==> config.mk <==
export PLATFORM = sky130hd
export DESIGN_NAME = instr_fetch_unit_flat
export DESIGN_NICKNAME = d
export VERILOG_FILES = /design/src/rtl/instr_fetch_unit_if.sv /design/src/rtl/instr_fetch_unit.sv /design/src/flat_wrapper.sv
export SDC_FILE = /design/constraint.sdc
export NUM_CORES = 1
export LEC_CHECK = 0
export CAP_MARGIN = 20
export CELL_PAD_IN_SITES_DETAIL_PLACEMENT = 1
export CELL_PAD_IN_SITES_GLOBAL_PLACEMENT = 2
export CORE_ASPECT_RATIO = 0.5
export CORE_MARGIN = 2
export CORE_UTILIZATION = 25
export CTS_BUF_LIST = sky130_fd_sc_hd__clkbuf_16
export DETAILED_ROUTE_END_ITERATION = 16
export MAX_ROUTING_LAYER = met4
export PLACE_DENSITY_LB_ADDON = 0.1
export SYNTH_ARGS = -nofsm -noshare
export SYNTH_HDL_FRONTEND = slang
export SYNTH_SLANG_ARGS = --single-unit
==> constraint.sdc <==
create_clock -name clk -period 4.3 [get_ports clk]
set_input_delay 0.645 -clock clk [delete_from_list [all_inputs] [get_ports clk]]
set_output_delay 0.645 -clock clk [all_outputs]
set_load 0.01 [all_outputs]
==> src/rtl/instr_fetch_unit_if.sv <==
// Instruction-memory request/response bus between the fetch stage and memory.
interface instr_fetch_unit_if #(parameter int XLEN = 32);
  logic            imem_req;
  logic [XLEN-1:0] imem_addr;
  logic            imem_ready;
  logic [31:0]     imem_rdata;

  modport master (output imem_req, imem_addr, input imem_ready, imem_rdata);
  modport slave  (input imem_req, imem_addr, output imem_ready, imem_rdata);
endinterface

==> src/rtl/instr_fetch_unit.sv <==
// Fetch stage of the multicycle core: owns PC and IR, runs the imem handshake
// on IMemRead and buffers the returned word until controlUnit asserts IrWrite.
module instr_fetch_unit #(
  parameter int              XLEN      = 32,
  parameter logic [XLEN-1:0] RESET_PC  = '0,
  parameter logic [31:0]     NOP_INSTR = 32'h0000_0013,
  parameter int              CNT_W     = 16
) (
  input  logic             clk,
  input  logic             reset,
  input  logic             IMemRead,
  input  logic             IrWrite,
  input  logic             PcWrite,
  input  logic             PCSrc,
  input  logic [XLEN-1:0]  branch_target,
  instr_fetch_unit_if.master imem,
  output logic [XLEN-1:0]  pc,
  output logic [31:0]      ir,
  output logic [6:0]       opcode,
  output logic             fetch_busy,
  output logic             fetch_valid,
  output logic             fetch_err,
  output logic [CNT_W-1:0] fetch_count
);

  typedef enum logic [1:0] {IDLE = 2'd0, REQ = 2'd1, DONE = 2'd2} state_t;

  state_t          state;
  logic [XLEN-1:0] fetchAddr;
  logic [31:0]     fetchBuf;

  always_ff @(posedge clk or negedge reset) begin
    if (!reset) begin
      state       <= IDLE;
      pc          <= RESET_PC;
      ir          <= NOP_INSTR;
      fetchAddr   <= '0;
      fetchBuf    <= '0;
      fetch_count <= '0;
      fetch_err   <= 1'b0;
    end else begin
      // PC update is independent of the fetch handshake; a mid-fetch change
      // does not disturb the latched fetchAddr.
      if (PcWrite)
        pc <= PCSrc ? branch_target : pc + XLEN'(4);
      case (state)
        IDLE: begin
          if (IMemRead) begin
            if (pc[1:0] == 2'b00) begin
              fetchAddr <= pc;
              state     <= REQ;
            end else begin
              fetch_err <= 1'b1;
            end
          end
        end
        REQ: begin
          if (imem.imem_ready) begin
            fetch_count <= fetch_count + CNT_W'(1);
            if (IrWrite) begin
              ir    <= imem.imem_rdata;
              state <= IDLE;
            end else begin
              fetchBuf <= imem.imem_rdata;
              state    <= DONE;
            end
          end
        end
        DONE: begin
          if (IrWrite) begin
            ir    <= fetchBuf;
            state <= IDLE;
          end
        end
        default: state <= IDLE;
      endcase
    end
  end

  // Decoded straight from the state register so reset drops imem_req at once.
  assign imem.imem_req  = (state == REQ);
  assign imem.imem_addr = fetchAddr;
  assign fetch_busy     = (state == REQ);
  assign fetch_valid    = (state == DONE);
  assign opcode         = ir[6:0];

endmodule

==> src/flat_wrapper.sv <==
// flat-port wrapper written by rule: the top's interface ports become plain ports
module instr_fetch_unit_flat 
#(
  parameter int              XLEN      = 32,
  parameter logic [XLEN-1:0] RESET_PC  = '0,
  parameter logic [31:0]     NOP_INSTR = 32'h0000_0013,
  parameter int              CNT_W     = 16
)
  (clk, reset, IMemRead, IrWrite, PcWrite, PCSrc, branch_target, pc, ir, opcode, fetch_busy, fetch_valid, fetch_err, fetch_count, imem_imem_req, imem_imem_addr, imem_imem_ready, imem_imem_rdata);
  instr_fetch_unit_if #(.XLEN(XLEN)) imem_i ();
  input  logic clk;
  input  logic reset;
  input  logic IMemRead;
  input  logic IrWrite;
  input  logic PcWrite;
  input  logic PCSrc;
  input  logic [XLEN-1:0] branch_target;
  output logic [XLEN-1:0] pc;
  output logic [31:0] ir;
  output logic [6:0] opcode;
  output logic fetch_busy;
  output logic fetch_valid;
  output logic fetch_err;
  output logic [CNT_W-1:0] fetch_count;
  output wire logic [$bits(imem_i.imem_req)-1:0] imem_imem_req;
  output wire logic [$bits(imem_i.imem_addr)-1:0] imem_imem_addr;
  input wire logic [$bits(imem_i.imem_ready)-1:0] imem_imem_ready;
  input wire logic [$bits(imem_i.imem_rdata)-1:0] imem_imem_rdata;
  assign imem_imem_req = imem_i.imem_req;
  assign imem_imem_addr = imem_i.imem_addr;
  assign imem_i.imem_ready = imem_imem_ready;
  assign imem_i.imem_rdata = imem_imem_rdata;
  instr_fetch_unit #(.XLEN(XLEN), .RESET_PC(RESET_PC), .NOP_INSTR(NOP_INSTR), .CNT_W(CNT_W)) u_core (.clk(clk), .reset(reset), .IMemRead(IMemRead), .IrWrite(IrWrite), .PcWrite(PcWrite), .PCSrc(PCSrc), .branch_target(branch_target), .imem(imem_i), .pc(pc), .ir(ir), .opcode(opcode), .fetch_busy(fetch_busy), .fetch_valid(fetch_valid), .fetch_err(fetch_err), .fetch_count(fetch_count));
endmodule
==> flow_metrics.tcl <==
set metrics [dict create \
    synth_edf_count 0 \
    skew_ns 0.00737 \
    cts-root-buf "clkbuf_16" \
    power.total_mw 5.65 \
    avgRoutedWirePerCell_um 18.4 \
    initial_core_util 0.256 \
    die_h_um 120 \
    drt-met1-wl_um 9780 \
    final_util 0.364 \
    maxSlewHeadroom 0.372 \
    route.antenna.remaining_nets 0 \
    cts.path.max_buffers 2 \
    grt_max_degree 79 \
    post-route-drc-count 0 \
    cts_hold_buf 0 \
    vdd_ir_drop_max_mv 0.238 \
    num_rows 42 \
    numCtsBuffers 17 \
    antenna_found_initial 0 \
    route.vias.total 5405 \
    clk_latency_ns 0.44 \
    synthCells 610 \
    post_cts_buffers 0 \
    synth_fp_nets 683 \
    grt_pass1_wl_um 33600 \
    crit_arrival_ns 2.82 \
    dpl.hpwl_um 14700 \
    tns_ns 0 \
    synth_top_flop_cell "dfrtp_1" \
    start_kind "input pin" \
    synth_seq_area_share 0.543 \
    clock_sinks 147 \
    timing.hold.ws_ns 0.260 \
    die_width_um 237 \
    clock.fmax_ghz 0.402 \
    required_ns 4.63 \
    placed_area_um2 9040 \
    crit_type "in2reg" \
    async_reset_ff_frac 1.00 \
    nets 857 \
    drt_iter0_drc 207 \
    grt_pass1_vias 5611 \
    critical_path.max_fanout 20 \
    path_clk_slew_ns 0.06 \
    routed-wl-met2_um 10400 \
    final_cell_mix "192 x clkdlybuf4s50_1, 144 x dfrtp_1, 60 x mux2_2, 55 x nand2_1, 50 x o21ai_0" \
    period_minus_slack_ns 2.49 \
    htreeDepth 4 \
    power.leakage_nw 3.84 \
    cp-end-kind "flip-flop" \
    area_growth_pct 42.4 \
    place_congestion 0.739 \
    layout-drive-gt1-share 0.142 \
    finalHoldViolCount 0 \
    yosys-top-cells-area "dfrtp_1 53%, mux2_2 10%, mux2i_1 5.2%, o21ai_0 3.7%, nand2_1 3.0%" \
    yosys_warnings 0 \
    met3_wirelength_um 712 \
    portBuffers 193 \
    grt_overflow 0 \
    core_area_um2 26500 \
    layout_commonest_cell "clkdlybuf4s50_1" \
    slew_violations 0 \
    first_pass_iters 4 \
    postSynthAreaPerCell_um2 11.1 \
    num_antenna_cells 0 \
    min_path_type "in2async" \
    stdcell_area_um2 9660 \
    worst_pin_slew_ns 0.941 \
    synth_top_area_share 0.531 \
    cts_resized 0 \
    top_layer "met4" \
    yosysTopAreaCell "dfrtp_1" \
    post-route-period-util 0.579 \
    grt.total_usage 0.159 \
    outcome "finished clean" \
    vias_per_cell 4.70 \
    finalWirelength_um 21100 \
    synth_cell_type_count 57 \
    syn_area_um2 6790 \
    drv_cap 0 \
    setup_viol 0 \
    synth-seq-cells 147 \
    ios 194 \
    rsz0062_at_grt "false" \
    power_density_nw_per_um2 585 \
    die-area_um2 28600 \
    cts_tree "yes" \
]
[synth_stat cells, types with 2 or more instances]
| cell type | n |
|---|---|
| dfrtp_1 | 144 |
| mux2_2 | 60 |
| nand2_1 | 55 |
| o21ai_0 | 50 |
| mux2i_1 | 35 |
| nand3_1 | 27 |
| clkbuf_1 | 26 |
| nor2_1 | 24 |
| a21oi_1 | 17 |
| nand4_1 | 13 |
| nor3_1 | 12 |
| xnor2_1 | 12 |
| buf_4 | 11 |
| inv_1 | 9 |
| and3_1 | 8 |
| buf_2 | 7 |
| or3_1 | 7 |
| a22oi_1 | 6 |
| o211ai_1 | 6 |
| or4_1 | 6 |
| a311oi_1 | 5 |
| and2_1 | 5 |
| and4_1 | 4 |
| buf_1 | 3 |
| dfstp_2 | 3 |
| nand2b_1 | 3 |
| nor4_1 | 3 |
| o311ai_0 | 3 |
| o31ai_1 | 3 |
| o41ai_1 | 3 |
| xor2_1 | 3 |
| a211oi_1 | 2 |
| a21o_1 | 2 |
| a221oi_1 | 2 |
| a22o_1 | 2 |
| ha_1 | 2 |
| nor2b_1 | 2 |
| o21a_1 | 2 |
| o21bai_1 | 2 |
| o22ai_1 | 2 |
| or3_2 | 2 |
| or4_2 | 2 |
[sequential cells by signal (all words and copies together), names as in the netlist]
name and cells:
u_core.fetchBuf 32, u_core.imem.imem_addr 32, u_core.ir 32, u_core.pc 32, u_core.fetch_count 16, u_core.state 2, u_core.fetch_err 1
[metal layers]
layer | vias up | global-route usage
li1 | 2557 | -
met1 | 2739 | 0.200
met3 | 22 | 0.0404
met5 | - | -
met4 | 0 | 0.0447
met2 | 87 | 0.255
[critical path: stages]
cell             delay (ns)
clkdlybuf4s50_1        0.52
and3b_1                0.36
nor2b_4                0.60
buf_4                  0.33
mux2_2                 0.36
[stage by stage]
stage	worst slack (ns)	cells
after detailed placement	1.30	1117
after global routing	1.63	1149
after floorplan	2.32	610
after global placement	1.31	1117
after CTS	1.76	1149
final	1.81	1149
[kinds of logic (layout without fill, tap and decap cells)]
group	count (synthesis)	after routing	share of synthesized area
muxes	96	96	0.153
AOI/OAI and AO/OA	115	115	0.106
and+or+nand+nor	179	179	0.137
adders and majority gates	2	2	0.00369
DFF	147	147	0.543
xor gates and xnor gates	15	15	0.0194
buffers and inverters	56	243	0.0384
[worst paths after layout]
check / startpoint / to / slack [ns] / cells after the start
hold / removal: reset / u_core.pc[3] / 0.26 / 1
setup reg to reg: u_core.state[0] / u_core.fetchBuf[12] / 2.03 / 4
hold reg to reg: u_core.fetch_count[15] / u_core.fetch_count[15] / 0.48 / 1
max in group asynchronous: reset / u_core.ir[4] / 3.08 / 2
min in group clk: u_core.fetch_count[15] / u_core.fetch_count[15] / 0.48 / 1
setup / recovery: imem_imem_ready / u_core.fetchBuf[12] / 1.81 / 5
[report_power, final]
| part | leakage, nW | switching (mW) | internal [mW] |
|---|---|---|---|
| Sequential | 1.78 | 0.355 | 1.90 |
| Clock | 0.305 | 0.634 | 0.967 |
| Combinational | 1.76 | 0.720 | 1.08 |
| Total | 3.84 | 1.71 | 3.94 |
[area by class of cell]
class                   count  area [um2]
clock inverters            15         190
repair buffers            202        2010
clock buffers              17         425
inverters                   9        33.8
flip-flops and latches    147        3680
multi-input cells         407        2870
fillers                  2893       16900
well taps                 352         440
Power figures use the tool's default switching activity.
